<file path="src/rtl/shifter_arbiter_pkg.sv">
// Shared constants, state encoding and operand record for the shift arbiter.
package shifter_arbiter_pkg;

    localparam int unsigned DATA_W = 32;
    localparam int unsigned SA_W   = 5;

    typedef enum logic {
        IDLE = 1'b0,
        HOLD = 1'b1
    } state_e;

    localparam logic REQ_ALU = 1'b0;
    localparam logic REQ_AUX = 1'b1;

    typedef struct packed {
        logic [DATA_W-1:0] data;
        logic [SA_W-1:0]   sa;
        logic              right;
        logic              arith;
        logic              id;
    } op_t;

endpackage

</file>
<file path="src/rtl/shifter_arbiter_if.sv">
// Requester, response and counter signals between the execute stage and the arbiter.
interface shifter_arbiter_if
    import shifter_arbiter_pkg::*;
#(
    parameter int unsigned CNT_W = 16
) ();

    logic              req0_valid;
    logic              req0_ready;
    logic [DATA_W-1:0] req0_data;
    logic [SA_W-1:0]   req0_sa;
    logic              req0_right;
    logic              req0_arith;

    logic              req1_valid;
    logic              req1_ready;
    logic [DATA_W-1:0] req1_data;
    logic [SA_W-1:0]   req1_sa;
    logic              req1_right;
    logic              req1_arith;

    logic              rsp_valid;
    logic              rsp_ready;
    logic [DATA_W-1:0] rsp_data;
    logic              rsp_id;

    logic [CNT_W-1:0]  cnt0;
    logic [CNT_W-1:0]  cnt1;

    modport master (
        output req0_valid, req0_data, req0_sa, req0_right, req0_arith,
        output req1_valid, req1_data, req1_sa, req1_right, req1_arith,
        output rsp_ready,
        input  req0_ready, req1_ready, rsp_valid, rsp_data, rsp_id, cnt0, cnt1
    );

    modport slave (
        input  req0_valid, req0_data, req0_sa, req0_right, req0_arith,
        input  req1_valid, req1_data, req1_sa, req1_right, req1_arith,
        input  rsp_ready,
        output req0_ready, req1_ready, rsp_valid, rsp_data, rsp_id, cnt0, cnt1
    );

endinterface

</file>
<file path="src/rtl/shifter.sv">
// Barrel shifter: logical left, logical right or sign-filling right.
module shifter
    import shifter_arbiter_pkg::*;
(
    input  logic [DATA_W-1:0] data,
    input  logic [SA_W-1:0]   sa,
    input  logic              right,
    input  logic              arith,
    output logic [DATA_W-1:0] result_c
);

    // Arith only matters for right shifts.
    always_comb begin
        result_c = data << sa;
        if (right) begin
            if (arith) begin
                result_c = DATA_W'($signed(data) >>> sa);
            end else begin
                result_c = data >> sa;
            end
        end
    end

endmodule

</file>
<file path="src/rtl/shifter_rr_arb2.sv">
// Two-way round-robin grant with the last-grant history register.
module shifter_rr_arb2
    import shifter_arbiter_pkg::*;
(
    input  logic clk,
    input  logic rst_n,
    input  logic valid0,
    input  logic valid1,
    input  logic advance,
    output logic grant_c
);

    logic last_grant_q;
    logic last_grant_d;

    // A lone requester wins; on a tie the one not served last wins.
    always_comb begin
        grant_c      = REQ_ALU;
        last_grant_d = last_grant_q;
        if (valid0 && valid1) begin
            grant_c = ~last_grant_q;
        end else if (valid1) begin
            grant_c = REQ_AUX;
        end
        if (advance) begin
            last_grant_d = grant_c;
        end
    end

    // Reset to requester 1 so requester 0 takes the first tie.
    always_ff @(posedge clk or negedge rst_n) begin
        if (!rst_n) begin
            last_grant_q <= REQ_AUX;
        end else begin
            last_grant_q <= last_grant_d;
        end
    end

endmodule

</file>
<file path="src/rtl/shifter_arbiter.sv">
// Shares one shifter between two requesters with a one-deep registered response.
module shifter_arbiter
    import shifter_arbiter_pkg::*;
#(
    parameter int unsigned CNT_W = 16
) (
    input  logic                clk,
    input  logic                rst_n,
    shifter_arbiter_if.slave    bus
);

    state_e           state_q, state_d;
    op_t              op_q, op_d;
    logic [CNT_W-1:0] cnt0_q, cnt0_d;
    logic [CNT_W-1:0] cnt1_q, cnt1_d;

    logic can_accept_c;
    logic grant_c;
    logic accept_c;

    shifter_rr_arb2 u_arb (
        .clk     (clk),
        .rst_n   (rst_n),
        .valid0  (bus.req0_valid),
        .valid1  (bus.req1_valid),
        .advance (accept_c),
        .grant_c (grant_c)
    );

    // Slot is free when empty or when the held result leaves this cycle.
    assign can_accept_c   = (state_q == IDLE) || bus.rsp_ready;
    assign accept_c       = can_accept_c && (grant_c ? bus.req1_valid : bus.req0_valid);
    assign bus.req0_ready = can_accept_c && (grant_c == REQ_ALU) && bus.req0_valid;
    assign bus.req1_ready = can_accept_c && (grant_c == REQ_AUX) && bus.req1_valid;

    // Next state, operand capture and grant counting.
    always_comb begin
        state_d = state_q;
        op_d    = op_q;
        cnt0_d  = cnt0_q;
        cnt1_d  = cnt1_q;
        if (accept_c) begin
            state_d = HOLD;
            if (grant_c == REQ_AUX) begin
                op_d   = '{data: bus.req1_data, sa: bus.req1_sa, right: bus.req1_right,
                           arith: bus.req1_arith, id: REQ_AUX};
                cnt1_d = cnt1_q + CNT_W'(1);
            end else begin
                op_d   = '{data: bus.req0_data, sa: bus.req0_sa, right: bus.req0_right,
                           arith: bus.req0_arith, id: REQ_ALU};
                cnt0_d = cnt0_q + CNT_W'(1);
            end
        end else if (state_q == HOLD && bus.rsp_ready) begin
            state_d = IDLE;
        end
    end

    // State, operand and counter registers.
    always_ff @(posedge clk or negedge rst_n) begin
        if (!rst_n) begin
            state_q <= IDLE;
            op_q    <= '0;
            cnt0_q  <= '0;
            cnt1_q  <= '0;
        end else begin
            state_q <= state_d;
            op_q    <= op_d;
            cnt0_q  <= cnt0_d;
            cnt1_q  <= cnt1_d;
        end
    end

    shifter u_shifter (
        .data     (op_q.data),
        .sa       (op_q.sa),
        .right    (op_q.right),
        .arith    (op_q.arith),
        .result_c (bus.rsp_data)
    );

    assign bus.rsp_valid = (state_q == HOLD);
    assign bus.rsp_id    = op_q.id;
    assign bus.cnt0      = cnt0_q;
    assign bus.cnt1      = cnt1_q;

endmodule

</file>
<file path="src/flat_wrapper.sv">
// flat-port wrapper written by rule: the top's interface ports become plain ports
module shifter_arbiter_flat import shifter_arbiter_pkg::*;
#(
    parameter int unsigned CNT_W = 16
)
  (clk, rst_n, bus_req0_valid, bus_req0_data, bus_req0_sa, bus_req0_right, bus_req0_arith, bus_req1_valid, bus_req1_data, bus_req1_sa, bus_req1_right, bus_req1_arith, bus_rsp_ready, bus_req0_ready, bus_req1_ready, bus_rsp_valid, bus_rsp_data, bus_rsp_id, bus_cnt0, bus_cnt1);
  shifter_arbiter_if #(.CNT_W(CNT_W)) bus_i ();
  input  logic clk;
  input  logic rst_n;
  input wire logic [$bits(bus_i.req0_valid)-1:0] bus_req0_valid;
  input wire logic [$bits(bus_i.req0_data)-1:0] bus_req0_data;
  input wire logic [$bits(bus_i.req0_sa)-1:0] bus_req0_sa;
  input wire logic [$bits(bus_i.req0_right)-1:0] bus_req0_right;
  input wire logic [$bits(bus_i.req0_arith)-1:0] bus_req0_arith;
  input wire logic [$bits(bus_i.req1_valid)-1:0] bus_req1_valid;
  input wire logic [$bits(bus_i.req1_data)-1:0] bus_req1_data;
  input wire logic [$bits(bus_i.req1_sa)-1:0] bus_req1_sa;
  input wire logic [$bits(bus_i.req1_right)-1:0] bus_req1_right;
  input wire logic [$bits(bus_i.req1_arith)-1:0] bus_req1_arith;
  input wire logic [$bits(bus_i.rsp_ready)-1:0] bus_rsp_ready;
  output wire logic [$bits(bus_i.req0_ready)-1:0] bus_req0_ready;
  output wire logic [$bits(bus_i.req1_ready)-1:0] bus_req1_ready;
  output wire logic [$bits(bus_i.rsp_valid)-1:0] bus_rsp_valid;
  output wire logic [$bits(bus_i.rsp_data)-1:0] bus_rsp_data;
  output wire logic [$bits(bus_i.rsp_id)-1:0] bus_rsp_id;
  output wire logic [$bits(bus_i.cnt0)-1:0] bus_cnt0;
  output wire logic [$bits(bus_i.cnt1)-1:0] bus_cnt1;
  assign bus_i.req0_valid = bus_req0_valid;
  assign bus_i.req0_data = bus_req0_data;
  assign bus_i.req0_sa = bus_req0_sa;
  assign bus_i.req0_right = bus_req0_right;
  assign bus_i.req0_arith = bus_req0_arith;
  assign bus_i.req1_valid = bus_req1_valid;
  assign bus_i.req1_data = bus_req1_data;
  assign bus_i.req1_sa = bus_req1_sa;
  assign bus_i.req1_right = bus_req1_right;
  assign bus_i.req1_arith = bus_req1_arith;
  assign bus_i.rsp_ready = bus_rsp_ready;
  assign bus_req0_ready = bus_i.req0_ready;
  assign bus_req1_ready = bus_i.req1_ready;
  assign bus_rsp_valid = bus_i.rsp_valid;
  assign bus_rsp_data = bus_i.rsp_data;
  assign bus_rsp_id = bus_i.rsp_id;
  assign bus_cnt0 = bus_i.cnt0;
  assign bus_cnt1 = bus_i.cnt1;
  shifter_arbiter #(.CNT_W(CNT_W)) u_core (.clk(clk), .rst_n(rst_n), .bus(bus_i));
endmodule
</file>
<file path="config.mk">
export PLATFORM = sky130hd
export DESIGN_NAME = shifter_arbiter_flat
export DESIGN_NICKNAME = d
export VERILOG_FILES = /design/src/rtl/shifter_arbiter_pkg.sv /design/src/rtl/shifter_arbiter_if.sv /design/src/rtl/shifter.sv /design/src/rtl/shifter_rr_arb2.sv /design/src/rtl/shifter_arbiter.sv /design/src/flat_wrapper.sv
export SDC_FILE = /design/constraint.sdc
export NUM_CORES = 1
export LEC_CHECK = 0
export ABC_AREA = 1
export CORE_MARGIN = 2
export CORE_UTILIZATION = 44
export DETAILED_ROUTE_END_ITERATION = 8
export DONT_BUFFER_PORTS = 1
export GPL_ROUTABILITY_DRIVEN = 0
export GPL_TIMING_DRIVEN = 1
export PLACE_DENSITY = 0.71
export SLEW_MARGIN = 20
export SYNTH_ARGS = -nofsm -noshare
export SYNTH_HDL_FRONTEND = slang
export SYNTH_SLANG_ARGS = --single-unit
</file>
<file path="constraint.sdc">
create_clock -name clk -period 2.3 [get_ports clk]
set_clock_uncertainty 0.15 [all_clocks]
set_input_delay 0.115 -clock clk [delete_from_list [all_inputs] [get_ports clk]]
set_output_delay 0.115 -clock clk [all_outputs]
set_load 0.005 [all_outputs]
</file>
Word-level counts from Yosys, hierarchy flattened
Index checks and enable logic that the tools add are counted.
- bits in registers: 74
- output and inout bits: 68
- logic and storage cells: 36
- add/sub/neg operators: 2
- shift operators: 3
- multiplexer cells: 8
- bitwise gates (word level): 3
- reduce and logical (&&, ||, !) cells: 11
- operator list (operator ; count):
    two-way mux 32 bit ; 2
    two-way mux 40 bit ; 1
    adder 16 x 1 -> 16 bit, second input constant ; 2
    left shift 32 x 5 -> 32 bit ; 1
    right shift 32 x 5 -> 32 bit ; 1
    >>> shifter 32 x 5 -> 32 bit ; 1
    logical AND 1 bit ; 7
    two-way mux 1 bit ; 5
    AND reduction 2 bit ; 2
    NOT 1 bit ; 3
    nonzero test 2 bit ; 1
    logical OR 1 bit ; 1

Depth between registers and ports, before layout
- word-level depth: 5
- mapped depth: 15
- mapped depth without buffers: 13

Hierarchy
Synthesis repeated with hierarchy kept, for this count alone.
- cells, all modules: 1208
- area total of the unflattened synthesis: 7330.8 um^2
- modules (own cells, without submodules) (module ; times used ; cells each ; area each (um^2) ; sequential area each (um^2)):
    shifter ; 1 ; 760 ; 3668.5 ; 0.0
    shifter_arbiter ; 1 ; 441 ; 3609.7 ; 1826.8
    shifter_rr_arb2 ; 1 ; 7 ; 52.6 ; 26.3

Least setup slack after synthesis
Ideal clock, no wire load.
- path kind: register to output
- start: reg u_core.op_q[3] (netlist name)
- end: out bus_rsp_data[10]
- arrival: 1354 ps
- setup slack: 681 ps
- cell stages (with the launch flop): 13
- cells stage by stage: dfrtp_1 > buf_6 > inv_4 > buf_8 > buf_8 > nand2_1 > nand3_1 > nand3_1 > nand3_1 > nand2_1 > nor2_1 > nand3_1 > nand2_1
- cells in the longest elaborated chain, start to end: 3
- ends and longest elaborated chain (element ; line ; RTL):
    start: declaration ; shifter_arbiter.sv:13 ; op_t op_q, op_d;
    start signal: assignment ; shifter_arbiter.sv:67 ; op_q <= op_d;
    right shift 32 x 5 -> 32 bit or >>> shifter 32 x 5 -> 32 bit (tied branches) ; shifter.sv:19, shifter.sv:17 ;
    two-way mux 32 bit ; shifter.sv:16 ; if (arith) begin
    two-way mux 32 bit (*) ; shifter.sv:15 ; if (right) begin
    end: declaration ; flat_wrapper.sv:24 ; output wire logic [$bits(bus_i.rsp_data)-1:0] bus_rsp_data;
Every way passes the cells marked *; elsewhere a longest branch is shown, timed or not.

Final worst setup path
- start: reg u_core.op_q[3] (netlist name)
- end: out bus_rsp_data[30]
Same word-level chain as after synthesis.

==> impl_metrics.csv <==
group,metric,value,unit
power_and_ir_drop,power-per-cell-area,828,mW/mm²
route,finalWirelength,26100,µm
timing,setup_violations,13,
floorplanning,core,0.0157,mm²
route,firstDrtPassIters,8,
synth,synthesis.nets,1222,
layout,fin_util,0.578,
synth,yosys-top-cells-area,"dfrtp_1, nand3_1, nand2_1",
synth,yosysMostFrequentCell,"nand2_1",
global_routing,antenna_found_initial,0,
timing,slew_headroom,0.741,
critical_path,critPathBufInv,4,
global_routing,grt_max_degree,75,
global_routing,grt_pass1_vias,7809,
synth,netlist.area_leader.share,0.262,
critical_path,crit_start,"u_core.op_q[3]",
cts,cts_made_buffers,9,
critical_path,slowest_stage,"dfrtp_4",
route,wl_per_cell,18.3,µm
worst_hold_path,hold_class,"primary input to flop",
critical_path,cp_max_fo,8,
synth,ys_warn_count,0,
synth,yosys_most_used_dff,"dfrtp_1",
power_and_ir_drop,power.leakage,4.27,nW
outcome,failed_checks,"negative setup slack",
route,initialDrtViolationCount,1159,
global_routing,grtUsageTotal,0.299,
placement,post-dp-hpwl,17900,µm
cts,cts-root-buf,"clkbuf_16",
timing,tightestPinTransition,0.388,ns
layout,area_growth,30.1,%
floorplanning,die_w,130,µm
synth,synthDistinctLibCells,46,
timing,fin_crit_sh,1.04,
power_and_ir_drop,ir_drop,0.587,mV
timing,drv_slew,0,
cts,tritoncts,"yes",
layout,drive_gt1_frac,0.186,
timing,hold_viol_final,0,
synth,synth_top_cells_by_count,"nand2_1, nand3_1, dfrtp_1",
floorplanning,rows,46,
critical_path,start_kind,"flop",
power_and_ir_drop,finalPower,0.00752,W
outcome,run_status,"finished, violations left",
timing,rsz0062_at_grt,"yes",
critical_path,crit_family,"simple AND/OR/NAND/NOR gates",
route,dr_total_vias,8669,
timing,setup_tns,-0.553,ns
layout,diodes,0,
cts,clock_latency,0.33,ns
route,via_per_inst,6.07,
critical_path,slowest_delay,0.58,ns
floorplanning,dieArea,0.0169,mm²
global_routing,grt_pass1_wl,39900,µm
critical_path,r2r-start,"u_core.bus.rsp_valid",
synth,syn-mean-instance-area,6.14,µm²
synth,synth_seq_area_share,0.265,
cts,clock_tree.buffer_depth,2,
route,ant_nets,0,
synth,async_reset_ff_frac,1.00,
synth,syn_inst,1137,
critical_path,arrival,2.13,ns
route,drc,0,
timing,setup_ws,-0.0920,ns
floorplanning,start_util,0.444,
synth,ys_seq_elements,74,
critical_path,required,2.04,ns
cts,clkSinkCount,74,
floorplanning,pin_count,151,
timing,clock.fmax,418,MHz
critical_path,path_class,"flop to primary output",
floorplanning,die_h,130,µm
worst_hold_path,hp-start,"bus_req1_sa[0]",
synth,synth_area_leader_cell,"dfrtp_1",
critical_path,setup.worst_path.end_class,"primary output",
timing,fin_crit,2.39,ns
synth,syn_area,0.00698,mm²
placement,numPortBuffers,0,
run,max-cap-violations,0,
layout,fin_nets,1291,
cts,clkTransAtPathRegs,0.06,ns
synth,synth-edff-count,0,
global_routing,grt_overflow_total,0,
cts,h-tree-depth,3,
critical_path,worstPathCellList,"buf_6, clkbuf_16, nand2_4, inv_2, a21oi_2, nand2_1, nand3_2, nand3_1, nand3_1, nand2_1, inv_1, nand2_2",
-- flip-flops by register name, indices dropped and copies added (netlist names) --
name                       flops
u_core.bus.cnt1               16
u_core.bus.rsp_id              1
u_core.op_q                   39
u_core.u_arb.last_grant_q      1
u_core.bus.cnt0               16
u_core.bus.rsp_valid           1
-- cell families after synthesis --
kind of cell	Yosys count	share of synthesized area
compound gates	80	0.0715
flops	74	0.265
simple gates	827	0.540
buf+inv	124	0.0821
xor+xnor	30	0.0376
fa+ha+maj	2	0.00358
-- cell usage in the layout (no fill, tap or decap), drive strengths merged, types with 8 or more instances in the layout --
cell,count
nand4,19
dlygate4sd3,81
nand2,369
nand3,362
o21ai,34
o211ai,14
nor2,60
xnor2,14
clkbuf,14
buf,40
dfrtp,73
o22ai,8
a21oi,19
inv,55
xor2,16
-- metrics by stage --
stage	instances	instance area (µm²)	hold WS (ns)	worst slack (ns)
floorplan	1137	6980	-0.331	0.681
global placement	1314	7210	-0.328	0.370
detailed placement	1314	7210	-0.328	0.324
CTS	1413	8380	0.0229	0.00719
global route	1427	9080	0.00423	-0.185
finish	1427	9080	0.0150	-0.0920
-- power by group --
| part | total (W) | internal, W | switching [W] |
|---|---|---|---|
| Clock | 0.00147 | 0.000905 | 0.000563 |
| Combinational | 0.00407 | 0.00144 | 0.00263 |
| Sequential | 0.00198 | 0.00156 | 0.000416 |
-- area by class of cell --
type | count | area, µm²
timing repair buffer | 124 | 1330
sequential | 74 | 1860
multi-input combinational | 939 | 5070
tap | 216 | 270
inverter | 55 | 214
clock inverter | 5 | 60.1
clock buffer | 11 | 253
fill | 1473 | 6630
timing repair inverter | 3 | 21.3
-- what timing repair did --
action,in CTS,in global routing
buffers inserted,0,8
cloned,1,6
pin swaps,0,26
hold buffers,82,0
endpoints found under the hold margin,114,0
setup endpoints to repair,7,32
gates resized for setup,3,147
-- final timing paths --
path                                              to  depth (start not counted)  slack, ns
max                                 bus_rsp_data[30]                         12      -0.09
min                                   u_core.op_q[3]                          2       0.01
max reg2reg                          u_core.op_q[38]                          6       0.29
min reg2reg                u_core.u_arb.last_grant_q                          2       0.32
max in group asynchronous  u_core.u_arb.last_grant_q                          2       1.45
min in group asynchronous             u_core.op_q[9]                          2       0.20
-- worst reg2reg max path, delay by kind of cell, from the launching register on --
family	cells	cell delay, ns
AO/OA/AOI/OAI	2	0.23
flip-flops	1	0.39
buffers and inverters	2	0.96
AND/OR/NAND/NOR	2	0.23
-- metal layers --
layer	routed length, µm	share of wire	vias up	global-route usage
met5	0	0	-	0
met4	886	0.034	0	0.0968
met3	2980	0.11	90	0.0697
met2	11600	0.44	574	0.457
met1	10600	0.41	4014	0.419
li1	-	-	3991	-
No activity file was read; power rests on OpenSTA's default activity.
